### src/rtl/lss5_pkg.sv
// Shared encodings and defaults for the 5-bit LFSR pattern checker.
package lss5_pkg;

    typedef enum logic [1:0] {
        HUNT   = 2'd0,
        SYNC   = 2'd1,
        LOCKED = 2'd2
    } state_t;

    // History taps for s(n) = s(n-1) ^ s(n-2) ^ s(n-5); h[0] is the newest bit.
    localparam int TAP_A = 0;
    localparam int TAP_B = 1;
    localparam int TAP_C = 4;

    localparam logic [4:0] DEGEN_ZERO = 5'b00000;
    localparam logic [4:0] DEGEN_ONE  = 5'b11111;

    localparam int DEF_LOCK_CNT = 8;
    localparam int DEF_WIN      = 16;
    localparam int DEF_LOSS_THR = 4;
    localparam int DEF_CNT_W    = 16;

endpackage

### src/rtl/lss5_pred.sv
// 5-bit history register and next-bit predictor for the pattern checker.
// p and degen are combinational from the registered history; no backpressure.
module lss5_pred
    import lss5_pkg::*;
(
    input  logic clk,
    input  logic rst,
    input  logic shift,
    input  logic clr,
    input  logic nbit,
    output logic p,
    output logic degen
);

    logic [4:0] h;

    always_ff @(posedge clk or posedge rst) begin
        if (rst) begin
            h <= '0;
        end else if (clr) begin
            h <= '0;
        end else if (shift) begin
            h <= {h[3:0], nbit};
        end
    end

    assign p     = h[TAP_A] ^ h[TAP_B] ^ h[TAP_C];
    assign degen = (h == DEGEN_ZERO) || (h == DEGEN_ONE);

endmodule

### config.mk
export PLATFORM = sky130hd
export DESIGN_NAME = lss5_pred
export DESIGN_NICKNAME = d
export VERILOG_FILES = /design/src/rtl/lss5_pkg.sv /design/src/rtl/lss5_pred.sv
export SDC_FILE = /design/constraint.sdc
export NUM_CORES = 1
export LEC_CHECK = 0
export CAP_MARGIN = 5
export CORE_AREA = 2 2 39 41
export CTS_CLUSTER_SIZE = 30
export DETAILED_ROUTE_END_ITERATION = 8
export DIE_AREA = 0 0 41 43
export PLACE_DENSITY = 0.51
export SLEW_MARGIN = 20
export SYNTH_ARGS = -nofsm -noshare
export SYNTH_HDL_FRONTEND = slang
export SYNTH_SLANG_ARGS = --single-unit
### constraint.sdc
create_clock -name clk -period 1.07 [get_ports clk]
set_input_delay 0.2675 -clock clk [delete_from_list [all_inputs] [get_ports clk]]
set_output_delay 0.2675 -clock clk [all_outputs]
set_load 0.01 [all_outputs]
; ---- Word-level counts from Yosys, hierarchy flattened
; Index checks and enable logic that the tools add are counted.
[word_totals]
out_inout_bits = 2
register_bits = 5
[classes]
n_reduce_logical = 3
eq_ne = 1
bitwise = 2
mux = 2
[op_table]
columns = cell, count
row1 = $mux 5, 2
row2 = $eq 5x5->1 const B, 1
row3 = $logic_not 5->1, 1
row4 = $reduce_bool 2->1, 1
row5 = $xor 1x1->1, 2
row6 = $logic_or 1x1->1, 1

; ---- Longest topological paths before layout
[depth]
depth_word = 2
mapped_depth = 4

; ---- Worst setup path before layout
; Ideal clock, no wire load.
[synth_path]
path_kind = reg-to-output
startpoint = reg h[0]
endpoint = out p
t_required_ps = 802
setup_slack_ps = -112
t_arrival_ps = 915
stages_incl_launch_ff = 4
path_cell_list = dfrtp_1 -> inv_1 -> ha_1 -> xor2_1
[synth_between]
elab_chain_len = 2
[synth_rtl]
columns = element, line_no
row1 = start: declaration, lss5_pred.sv:15  ; logic [4:0] h;
row2 = start signal: assignment, lss5_pred.sv:23  ; h <= {h[3:0], nbit};
row3 = $xor 1x1->1 (2 in series), lss5_pred.sv:27  ; assign p = h[TAP_A] ^ h[TAP_B] ^ h[TAP_C];
row4 = end: declaration, lss5_pred.sv:11  ; output logic p,
; Every way passes these cells.

; ---- Worst setup path after layout
[layout_path]
startpoint = reg h[1]
endpoint = out degen
[layout_between]
elab_chain_len = 2
elab_cells_between_ends = 3
cone_classes = eq/ne: 1 / reduce/logical: 2
[layout_rtl]
columns = element, line_no
row1 = $eq 5x5->1 or $logic_not 5->1 (tied branches), lss5_pred.sv:28  ; assign degen = (h == DEGEN_ZERO) || (h == DEGEN_ONE);
row2 = $logic_or 1x1->1 (*), lss5_pred.sv:28
row3 = end: declaration, lss5_pred.sv:12  ; output logic degen
; Every way passes the cells marked *; elsewhere a longest branch is shown, timed or not.

==> results by stage <==
Outcome:
- The run finished, with violations left.
- The final reports fail on setup timing.

Route:
- The highest signal layer in the routed design is met3.
- The amount of wire on met2 after detailed routing is 309 um.
- The final layout contains routed wiring with a total length of 553 um.
- After detailed routing, the average wire length per cell comes to 10.1 um.
- The violation count after the first detailed-route iteration is 0.
- Detailed routing placed a total of 30 um of wire on met3.
- The detail route stage leaves a number of antenna-violating nets equal to 0.
- Summing over every cut layer, the via total after detailed routing is 212.
- The remaining routing DRC violations is 0.
- The number of detailed-route iterations in the first pass is 1.
- Using the TritonRoute via totals, the vias-per-cell ratio works out to 3.85.
- In the final routing, the length of wire on met1 measures 213 um.

Finish:
- The flip-flop count of the largest register, all copies and words added is 5.
- The final antenna diode count is 0.
- The fraction of layout cells with a size suffix above 1 is 41.0%.
- The net count reported at finish is 47.
- In the final layout, the multi-input gates occupy 156 um2.
- The area added between synthesis and finish is 57.3%.
- Cells fill 31.0% of the core in the end.
- The number of fillers in the final layout is 152.
- The sequential cell area is 125 um2.
- h holds more flip-flops than any other register.
- The largest registers in the layout are h x5.

Setup path:
- The worst setup path is launched from a flip-flop.
- The worst endpoint required time is 800 ps.
- In this design, the largest share of critical-path delay is due to flip-flops.
- Data arrives at the worst endpoint at 1240 ps.
- The maximum fanout encountered on the critical timing path is 3.
- The cell repeated most along the worst path is sky130_fd_sc_hd__inv_2.
- Walking the worst path, the cells encountered are inv_2 -> ha_4 -> inv_2 -> o41ai_4 -> buf_2.
- The largest incremental delay on the critical path is 390 ps.
- By startpoint and endpoint, the worst setup path is classified as reg -> out.
- The largest individual stage delay along the critical path comes from the cell sky130_fd_sc_hd__dfrtp_1.
- STA classifies the critical path endpoint as an output port.
- The buffer and inverter count on the worst path is 3.

Die:
- The initialized floorplan defines 14 standard-cell rows.
- The chip height is 43 um.
- Once the floorplan was initialized, standard cells occupied 19.7% of the core.
- The area enclosed by the die boundary is 1760 um2.
- In this run the count of I/O pins placed on the die edge is 7.
- The core region is 1380 um2.
- The die boundary width is 41 um.

Clocking:
- The clock tree root driver cell is sky130_fd_sc_hd__clkbuf_4.
- The clock net in this run drives a total of 5 sinks.
- The clock reaches the later pin of the worst-skew pair after 240 ps.
- The TritonCTS clock tree is yes.
- The number of H-tree levels is 1.
- Buffers inserted to repair hold after CTS numbered 0.
- The number of CTS-inserted buffers is 3.
- The maximum buffer depth of the clock tree is 2.
- The clock-pin transition on the worst setup and hold timing paths is 40 ps.

GRT:
- The total overflow reported by the global router is 0.
- The maximum number of pins on one net before global-route repair is 6.
- The total track usage is 9.40%.
- The initial antenna violation count is 0.
- The number of global-route vias before repair is 255.
- The first global-routing pass estimated 1050 um of wire.

Synth:
- Summed over its instances, the top area cell type makes up 45.9% of the synthesized netlist area.
- The mean area per synthesized cell is 10.9 um2.
- Synthesis handed over a netlist of 25 instances.
- The Yosys step of the flow raised 0 warnings.
- The number of distinct standard cells referenced by the synthesized netlist is 9.
- The post-synth design cell area is 273 um2.
- Of the synthesized area, sequential elements account for 45.9%.
- The library cell occupying the most area in the post-synthesis netlist is sky130_fd_sc_hd__dfrtp_1.
- After synthesis, the cell types taking the most area are sky130_fd_sc_hd__dfrtp_1 46%, sky130_fd_sc_hd__mux2i_1 18%, sky130_fd_sc_hd__ha_1 9.2%.
- The post-synthesis net count is 32.
- Counting flops and latches in the post-synthesis netlist gives 5.

Timing:
- The total setup violations reported at the end of the flow is 2.
- Setup repair after global routing could not meet its margin everywhere.
- Setup total negative slack on the finished layout was measured at -834 ps.
- The worst setup skew after layout is 1.59 ps.
- The tightest hold path in the finished design has a slack of 225 ps.
- The number of max-slew violations in the final report is 0.
- The hold violation count in the final report is 0.
- Timing would allow up to 664 MHz.
- The minimum setup slack in the final design is -435 ps.
- For the pin with the worst max-slew slack, the measured transition is 278 ps.
- For the finished layout, the period the worst path requires is 1510 ps.
- Of the available clock period, the critical path in the final layout requires 141%.
- The worst slew margin relative to its limit is 81.5%.

Power and ir drop:
- Summed over all cells, the static leakage comes to 0.000220 uW.
- VDD sags by at most 0.459 mV.
- In this run the power density over the cells is 1140 nW/um2.

Flow run:
- The number of maximum-capacitance constraint violations is 0.

Place:
- The final weighted congestion of routability-driven global placement is 0.645.
- The HPWL after detailed placement is 473 um.
- The setup slack at placement is -620 ps.
- The count of buffers added on input and output ports is 6.

Worst hold path:
- The class of the worst hold path is in -> async.
-- layout by cell type (no fill, tap or decap) --
cell                              n
sky130_fd_sc_hd__xor2_2           1
sky130_fd_sc_hd__ha_1             1
sky130_fd_sc_hd__buf_2            2
sky130_fd_sc_hd__buf_4            5
sky130_fd_sc_hd__inv_2            3
sky130_fd_sc_hd__dfrtp_1          5
sky130_fd_sc_hd__clkbuf_1         1
sky130_fd_sc_hd__clkbuf_4         3
sky130_fd_sc_hd__dlygate4sd2_1    1
sky130_fd_sc_hd__nor2_1           5
sky130_fd_sc_hd__ha_4             1
sky130_fd_sc_hd__o41ai_4          1
sky130_fd_sc_hd__mux2i_1          5
sky130_fd_sc_hd__inv_1            1
sky130_fd_sc_hd__clkdlybuf4s50_1  3
sky130_fd_sc_hd__nand4_1          1
-- power by group --
part / internal (uW) / leakage [uW] / switching [uW]
Combinational: 43.7 / 0.000136 / 33.7
Sequential: 194 / 0.0000689 / 4.73
Clock: 141 / 0.0000150 / 71.3
Total: 379 / 0.000220 / 110
-- worst reg2reg max path, stage by stage (launching register included) --
cell                      delay (ps)
sky130_fd_sc_hd__dfrtp_1         420
sky130_fd_sc_hd__buf_4           160
sky130_fd_sc_hd__mux2i_1         150
sky130_fd_sc_hd__nor2_1           50
-- cell families (layout without fill, tap and decap cells) --
family | after synthesis | in the layout | synth area share, %
buf+inv | 5 | 19 | 8.26
xor+xnor | 1 | 1 | 3.21
simple gates | 6 | 6 | 9.18
mux | 5 | 5 | 18.3
flops | 5 | 5 | 45.9
fa+ha+maj | 2 | 2 | 9.17
compound gates | 1 | 1 | 5.96
-- routing by layer --
| layer | global-route usage (%) | up-vias |
|---|---|---|
| li1 | - | 107 |
| met1 | 9.87 | 100 |
| met2 | 14.1 | 5 |
| met3 | 1.57 | 0 |
| met4 | 10.0 | 0 |
| met5 | 0 | - |
-- repair_timing --
action	4_1_cts	5_1_grt
pin swaps	0	1
gates resized for setup	13	0
buffers inserted	0	0
setup endpoints to repair	4	2
-- metrics by stage --
step / cell area (um2) / cells / power, uW
after floorplan: 292 / 25 / 241
after global placement: 402 / 51 / 278
after detailed placement: 402 / 51 / 281
after CTS: 429 / 55 / 500
after global routing: 429 / 55 / 518
final: 429 / 55 / 488
-- synth_stat cells (all sizes together) --
| cell type | instances |
|---|---|
| dfrtp | 5 |
| mux2i | 5 |
| nor2 | 5 |
| inv | 4 |
| ha | 2 |
| buf | 1 |
| nand4 | 1 |
| o41ai | 1 |
| xor2 | 1 |
-- final cells by class --
cell class              instances  share of cell area (%)
well taps                      16                    4.66
multi-input cells              15                    36.4
clock buffers                   4                    6.12
inverters                       4                    3.50
repair buffers                 11                    20.1
flip-flops and latches          5                    29.2
-- final timing paths --
kind,slack [ps],cells past startpoint,to,start
setup / recovery,-440,5,degen,h[1]
hold / removal,220,2,h[0],rst
setup reg to reg,170,3,h[4],h[3]
hold reg to reg,660,2,h[4],h[4]
max in group asynchronous,680,2,h[2],rst
min in group clk,620,3,h[3],shift
No activity file was read; power rests on OpenSTA's default activity.
